===== src/rtl/a2d_spi_pkg.sv =====
// Shared definitions for the A2D SPI responder.
// Holds the frame geometry, the channel field position inside the
// received command word, the responder state enum and the channel type.
package a2d_spi_pkg;

  localparam int unsigned FRAME_LEN = 16;
  localparam int unsigned CH_MSB    = 13;
  localparam int unsigned CH_LSB    = 11;

  typedef enum logic [1:0] {
    WAIT_IDLE,
    IDLE,
    SHIFT
  } state_t;

  typedef logic [2:0] chnl_t;

endpackage


===== src/rtl/a2d_spi_sync_edge.sv =====
// Multi-flop synchronizer with edge detection for one asynchronous input.
// Ports:
//   clk, rst_n : system clock, synchronous active-low reset
//   d          : asynchronous input
//   q          : synchronized level (last synchronizer stage)
//   rise, fall : one-cycle pulses on synchronized 0->1 / 1->0 transitions
// Parameters:
//   STAGES  : synchronizer depth (2 or more)
//   RST_VAL : value loaded into every flop at reset (idle level of d)
module a2d_spi_sync_edge #(
  parameter int unsigned STAGES  = 2,
  parameter logic        RST_VAL = 1'b1
) (
  input  logic clk,
  input  logic rst_n,
  input  logic d,
  output logic q,
  output logic rise,
  output logic fall
);

  logic [STAGES-1:0] sync;
  logic              prev;

  always_ff @(posedge clk) begin
    if (!rst_n) begin
      sync <= {STAGES{RST_VAL}};
      prev <= RST_VAL;
    end else begin
      sync <= {sync[STAGES-2:0], d};
      prev <= sync[STAGES-1];
    end
  end

  assign q    = sync[STAGES-1];
  assign rise = q & ~prev;
  assign fall = ~q & prev;

endmodule


===== src/rtl/a2d_spi_resp.sv =====
// SPI responder emulating an ADC128S-style converter for the A2D master.
// 16-bit frames: channel select arrives on MOSI bits [13:11], the 12-bit
// sample (zero-padded to 16 bits) leaves on MISO, both MSB first. Each
// frame returns the channel commanded by the previous complete frame.
// Ports:
//   clk, rst_n  : system clock, synchronous active-low reset
//   SS_n, SCLK, MOSI : master pins (asynchronous, synchronized here)
//   MISO        : result bit, 0 whenever no frame is being shifted
//   chnl_data   : NCH samples of DW bits, channel k at [k*DW +: DW]
//   cmd_vld     : one-cycle pulse when a complete frame ends
//   cmd_chnnl   : channel decoded from the last complete frame
//   frm_err     : (A2D_SPI_RESP_FRAME_ERR_EN only) one-cycle pulse when a
//                 frame ends with other than exactly 16 SCLK rises
// Build option: define A2D_SPI_RESP_FRAME_ERR_EN to add frm_err and to
// reject frames with more than 16 rises.
module a2d_spi_resp
  import a2d_spi_pkg::*;
#(
  parameter int unsigned DW          = 12,
  parameter int unsigned NCH         = 8,
  parameter int unsigned SYNC_STAGES = 2
) (
  input  logic              clk,
  input  logic              rst_n,
  input  logic              SS_n,
  input  logic              SCLK,
  input  logic              MOSI,
  output logic              MISO,
  input  logic [NCH*DW-1:0] chnl_data,
  output logic              cmd_vld,
  output logic [2:0]        cmd_chnnl
`ifdef A2D_SPI_RESP_FRAME_ERR_EN
  ,
  output logic              frm_err
`endif
);

  localparam int unsigned CNT_W    = $clog2(FRAME_LEN + 1);
  localparam int unsigned SETTLE_W = $clog2(SYNC_STAGES + 1);

  state_t                 state, state_nxt;
  logic [FRAME_LEN-1:0]   tx_shift, tx_nxt;
  logic [FRAME_LEN-1:0]   rx_shift, rx_nxt;
  logic [CNT_W-1:0]       bit_cnt, cnt_nxt;
  logic [SETTLE_W-1:0]    settle, settle_nxt;
  chnl_t                  prev_ch, prev_nxt, chnnl_nxt;
  logic                   vld_nxt;
  logic [DW-1:0]          sample;
  logic [SYNC_STAGES-1:0] mosi_sync;
  logic                   mosi_q;
  logic                   ss_q, ss_rise, ss_fall;
  logic                   sclk_rise, sclk_fall;
  logic                   sclk_q_unused;
  logic                   rx_msb_unused;
`ifdef A2D_SPI_RESP_FRAME_ERR_EN
  logic                   over, over_nxt;
  logic                   err_nxt;
`endif

  a2d_spi_sync_edge #(.STAGES(SYNC_STAGES), .RST_VAL(1'b1)) u_ss_sync (
    .clk  (clk),
    .rst_n(rst_n),
    .d    (SS_n),
    .q    (ss_q),
    .rise (ss_rise),
    .fall (ss_fall)
  );

  a2d_spi_sync_edge #(.STAGES(SYNC_STAGES), .RST_VAL(1'b1)) u_sclk_sync (
    .clk  (clk),
    .rst_n(rst_n),
    .d    (SCLK),
    .q    (sclk_q_unused),
    .rise (sclk_rise),
    .fall (sclk_fall)
  );

  // MOSI has the same depth as SCLK so a sampled bit lines up with its rise.
  always_ff @(posedge clk) begin
    if (!rst_n) mosi_sync <= '0;
    else        mosi_sync <= {mosi_sync[SYNC_STAGES-2:0], MOSI};
  end
  assign mosi_q = mosi_sync[SYNC_STAGES-1];

  assign sample        = chnl_data[DW*prev_ch +: DW];
  assign rx_msb_unused = rx_shift[FRAME_LEN-1];
  assign MISO          = (state == SHIFT) ? tx_shift[FRAME_LEN-1] : 1'b0;

  always_comb begin
    state_nxt  = state;
    tx_nxt     = tx_shift;
    rx_nxt     = rx_shift;
    cnt_nxt    = bit_cnt;
    settle_nxt = '0;
    prev_nxt   = prev_ch;
    chnnl_nxt  = cmd_chnnl;
    vld_nxt    = 1'b0;
`ifdef A2D_SPI_RESP_FRAME_ERR_EN
    over_nxt   = over;
    err_nxt    = 1'b0;
`endif
    case (state)
      // Synchronizer flops come out of reset at 1, so SS_n must be seen
      // high for longer than the synchronizer flush before a low SS_n left
      // over from an interrupted frame can no longer fake a fresh fall.
      WAIT_IDLE: begin
        if (ss_q) begin
          if (settle == SETTLE_W'(SYNC_STAGES)) state_nxt = IDLE;
          else                                   settle_nxt = settle + 1'b1;
        end
      end
      IDLE: begin
        if (ss_fall) begin
          tx_nxt    = FRAME_LEN'(sample);
          rx_nxt    = '0;
          cnt_nxt   = '0;
          state_nxt = SHIFT;
`ifdef A2D_SPI_RESP_FRAME_ERR_EN
          over_nxt  = 1'b0;
`endif
        end
      end
      SHIFT: begin
        // SS_n rise wins over any SCLK edge detected in the same cycle.
        if (ss_rise) begin
          state_nxt = IDLE;
`ifdef A2D_SPI_RESP_FRAME_ERR_EN
          if (bit_cnt == CNT_W'(FRAME_LEN) && !over) begin
`else
          if (bit_cnt == CNT_W'(FRAME_LEN)) begin
`endif
            prev_nxt  = rx_shift[CH_MSB:CH_LSB];
            chnnl_nxt = rx_shift[CH_MSB:CH_LSB];
            vld_nxt   = 1'b1;
          end
`ifdef A2D_SPI_RESP_FRAME_ERR_EN
          else begin
            err_nxt = 1'b1;
          end
`endif
        end else if (sclk_rise) begin
          rx_nxt = {rx_shift[FRAME_LEN-2:0], mosi_q};
          if (bit_cnt != CNT_W'(FRAME_LEN)) cnt_nxt = bit_cnt + 1'b1;
`ifdef A2D_SPI_RESP_FRAME_ERR_EN
          else over_nxt = 1'b1;
`endif
        end else if (sclk_fall) begin
          // Falls after the 16th bit clear the register outright, which is
          // what continued zero-filled shifting would converge to.
          if (bit_cnt == CNT_W'(FRAME_LEN)) tx_nxt = '0;
          else if (bit_cnt != '0)           tx_nxt = {tx_shift[FRAME_LEN-2:0], 1'b0};
        end
      end
      default: state_nxt = WAIT_IDLE;
    endcase
  end

  always_ff @(posedge clk) begin
    if (!rst_n) begin
      state     <= WAIT_IDLE;
      tx_shift  <= '0;
      rx_shift  <= '0;
      bit_cnt   <= '0;
      settle    <= '0;
      prev_ch   <= '0;
      cmd_chnnl <= '0;
      cmd_vld   <= 1'b0;
`ifdef A2D_SPI_RESP_FRAME_ERR_EN
      over      <= 1'b0;
      frm_err   <= 1'b0;
`endif
    end else begin
      state     <= state_nxt;
      tx_shift  <= tx_nxt;
      rx_shift  <= rx_nxt;
      bit_cnt   <= cnt_nxt;
      settle    <= settle_nxt;
      prev_ch   <= prev_nxt;
      cmd_chnnl <= chnnl_nxt;
      cmd_vld   <= vld_nxt;
`ifdef A2D_SPI_RESP_FRAME_ERR_EN
      over      <= over_nxt;
      frm_err   <= err_nxt;
`endif
    end
  end

endmodule


===== config.mk =====
export PLATFORM = sky130hd
export DESIGN_NAME = a2d_spi_resp
export DESIGN_NICKNAME = d
export VERILOG_FILES = /design/src/rtl/a2d_spi_pkg.sv /design/src/rtl/a2d_spi_sync_edge.sv /design/src/rtl/a2d_spi_resp.sv
export SDC_FILE = /design/constraint.sdc
export NUM_CORES = 1
export LEC_CHECK = 0
export CORE_ASPECT_RATIO = 2
export CORE_MARGIN = 3
export CORE_UTILIZATION = 44
export CTS_CLUSTER_SIZE = 40
export DETAILED_ROUTE_END_ITERATION = 7
export HOLD_SLACK_MARGIN = 0.06
export PLACE_DENSITY_LB_ADDON = 0.1
export SLEW_MARGIN = 40
export SYNTH_ARGS = -nofsm -noshare
export SYNTH_HDL_FRONTEND = slang
export SYNTH_SLANG_ARGS = --single-unit

===== constraint.sdc =====
create_clock -name clk -period 2.4 [get_ports clk]
set_clock_uncertainty 0.05 [all_clocks]
set_input_delay 0.48 -clock clk [delete_from_list [all_inputs] [get_ports clk]]
set_output_delay 0.48 -clock clk [all_outputs]
set_load 0.005 [all_outputs]

==> impl_metrics.env <==
export IMPL_post_cts_buffers=0
export IMPL_synthMuxAreaShare=0.215
export IMPL_n_antenna_cell=0
export IMPL_cts_root_buf="clkbuf_16"
export IMPL_cts_resized_gates=0
export IMPL_row_count=39
export IMPL_status="completed"
export IMPL_drt_wirelength_per_cell_um=15.4
export IMPL_arrival_ns=1.71
export IMPL_insertion_delay_ns=0.29
export IMPL_cts_made_buffers=5
export IMPL_synthTopCellsByCount="dfxtp_1 (51), nand2_1 (34), a21oi_1 (28)"
export IMPL_synth_top_area_share=0.378
export IMPL_tightestPinTransition_ns=0.777
export IMPL_dr_wl_met3_um=350
export IMPL_cp_end_kind="output pin"
export IMPL_ir_drop_v=0.000352
export IMPL_cp_start_kind="flop"
export IMPL_powerDensity_mw_per_mm2=604
export IMPL_fillers=453
export IMPL_syn_inst=265
export IMPL_gp_congestion=0.803
export IMPL_antenna_found_initial=0
export IMPL_fin_crit_ns=2.24
export IMPL_yosysTopAreaCell="dfxtp_1"
export IMPL_finalHoldViolCount=0
export IMPL_fmax_ghz=0.446
export IMPL_htree_num_levels=2
export IMPL_wl_met2_mm=3.74
export IMPL_yosys_register_bits=51
export IMPL_drc=0
export IMPL_synth_most_common_cell="dfxtp_1"
export IMPL_async_reset_ff_frac=0
export IMPL_port_buffers=105
export IMPL_ys_seq_area_frac=0.378
export IMPL_start_util=0.465
export IMPL_die_w_um=61.4
export IMPL_slowest_delay_ns=0.50
export IMPL_fin_tns_setup_ns=0
export IMPL_grt_first_pass_wirelength_mm=10.7
export IMPL_core_mm2=0.00581
export IMPL_path_cells="inv_1 -> ha_1 -> and2_1 -> clkdlybuf4s50_1"
export IMPL_dpl_cell_count=421
export IMPL_hpwl_mm=5.43
export IMPL_cts_buffer_depth=2
export IMPL_yosys_area_share_adder=0.0324
export IMPL_routedLengthMet1_mm=2.29
export IMPL_clk_pin_slew_ns=0.06
export IMPL_yosysUniqueCellTypes=40
export IMPL_final_cell_count_no_fill=429
export IMPL_syn_nets=373
export IMPL_synth_top_family_by_area="multiplexers"
export IMPL_vias_per_cell=5.75
export IMPL_synthSimpleGateAreaFrac=0.152
export IMPL_final_cell_area_mm2=0.00397
export IMPL_finalCritPeriodShare=0.934
export IMPL_synth_compound_area_frac=0.166
export IMPL_ant_nets=0
export IMPL_synth_area_per_cell_um2=10.2
export IMPL_synth_xor_area_share=0.00648
export IMPL_slew_headroom=0.481
export IMPL_first_pass_iters=5
export IMPL_routed_wirelength_mm=6.59
export IMPL_ioPinCount=106
export IMPL_yosys_warnings=0
export IMPL_grt_pass1_vias=2539
export IMPL_vias=2466
export IMPL_finalSetupViolations=0
export IMPL_layout_drive_gt1_share=0.136
export IMPL_required_ns=1.87
export IMPL_synth_edf_count=0
export IMPL_synth_ff_type="dfxtp_1"
export IMPL_maxSlewViolCount=0
export IMPL_cellLeakagePower_nw=1.43
export IMPL_rsz0062_at_grt="no"
export IMPL_syn_to_final_growth_pct=46.8
export IMPL_path_class="reg -> out"
export IMPL_fin_nets=475
export IMPL_grt_usage=0.198
export IMPL_ys_top_cells_by_area="dfxtp_1 (38%), mux4_2 (20%), a21oi_1 (5.2%), nand2_1 (4.7%), a222oi_1 (4.1%)"
export IMPL_hold_path_class="reg -> reg"
export IMPL_top_layer="met4"
export IMPL_postCtsHoldBufs=0
export IMPL_dieArea_mm2=0.00718
export IMPL_netlist_area_mm2=0.00270
export IMPL_drt_iter0_markers=144
export IMPL_crit_slowest_cell="clkdlybuf4s50_1"
export IMPL_grt_max_degree=27
export IMPL_cts_tree="yes"
export IMPL_placedInstanceArea_mm2=0.00381
export IMPL_die_h_um=117
export IMPL_grt_overflow_total=0
export IMPL_critPathMaxFanout=9
export IMPL_maxCapViolCount=0
export IMPL_cts_sinks=51
[report_power, final]
| group | switching, mW | total (mW) | internal [mW] |
|---|---|---|---|
| clock | 0.297 | 0.713 | 0.416 |
| combinational | 0.296 | 0.635 | 0.339 |
| sequential | 0.0719 | 1.05 | 0.976 |
| total | 0.666 | 2.40 | 1.73 |
[flip-flops by register name, indices dropped and copies added (netlist names)]
signal / flops
tx_shift: 16
rx_shift: 14
bit_cnt: 5
prev_ch: 3
mosi_sync: 2
settle: 2
state: 2
u_sclk_sync.sync: 2
u_ss_sync.sync: 2
cmd_vld: 1
u_sclk_sync.prev: 1
u_ss_sync.prev: 1
[cell families after synthesis]
kind of cell             count (synthesis)
XOR/XNOR                                 2
AO/OA/AOI/OAI                           69
AND/OR/NAND/NOR                         80
flip-flops                              51
adder cells (fa/ha/maj)                  7
buffers and inverters                   28
multiplexers                            28
[stage by stage]
stage	power, mW	setup WS [ns]	hold WS [ns]	utilization
3_5_place_dp	1.70	0.394	0.343	0.656
2_1_floorplan	1.45	0.642	0.336	-
5_1_grt	2.55	0.0443	0.385	0.683
4_1_cts	2.42	0.147	0.357	0.683
6_report	2.40	0.159	0.354	0.683
3_3_place_gp	1.68	0.427	0.341	0.656
[final cells by class]
cell class / count / area (um2) / share of cell area
Tap cell: 61 / 76.3 / 0.0192
Sequential cell: 51 / 1020 / 0.258
Clock inverter: 2 / 16.3 / 0.00410
Timing Repair Buffer: 115 / 1140 / 0.287
Clock buffer: 6 / 139 / 0.0350
Multi-Input combinational cell: 186 / 1540 / 0.389
Inverter: 8 / 30.0 / 0.00757
[cells in the final DEF, fill, tap and decap left out, types with 2 or more instances in the layout]
master,Yosys,layout
mux4_2,24,24
nor2b_1,3,3
inv_1,8,8
a21oi_1,28,28
nor2_1,10,10
nand2b_1,6,6
nand3_2,3,3
and3_1,2,2
or3_1,2,2
nand2_1,34,34
o21ai_1,7,7
o32a_1,2,2
buf_4,2,9
mux2i_1,4,4
ha_1,7,7
clkbuf_16,0,5
and2_1,4,4
clkdlybuf4s50_1,0,105
a222oi_1,11,11
nand3_1,10,10
a21oi_2,3,3
o41ai_1,2,2
o21ai_0,9,9
o21a_1,3,3
dfxtp_1,51,50
[final timing paths]
check / startpoint / end / slack (ns) / cells after the start
max reg2reg: state[0] / tx_shift[3] / 0.35 / 6
min: u_ss_sync.sync[0] / u_ss_sync.sync[1] / 0.35 / 1
max: state[0] / MISO / 0.16 / 4
min reg2reg: u_ss_sync.sync[0] / u_ss_sync.sync[1] / 0.35 / 1
[layer usage]
layer | up-vias | global-route usage
met3 | 12 | 0.0417
met2 | 104 | 0.368
met5 | - | 0
li1 | 1195 | -
met4 | 0 | 0.103
met1 | 1155 | 0.194
[worst max-delay path: cells and delay by family, from the launching register on]
family / cells / cell delay, ns
adders and majority gates: 1 / 0.33
and+or+nand+nor: 1 / 0.18
DFF: 1 / 0.32
buffers and inverters: 2 / 0.60
Note: power is estimated with default switching activity, not from simulation.
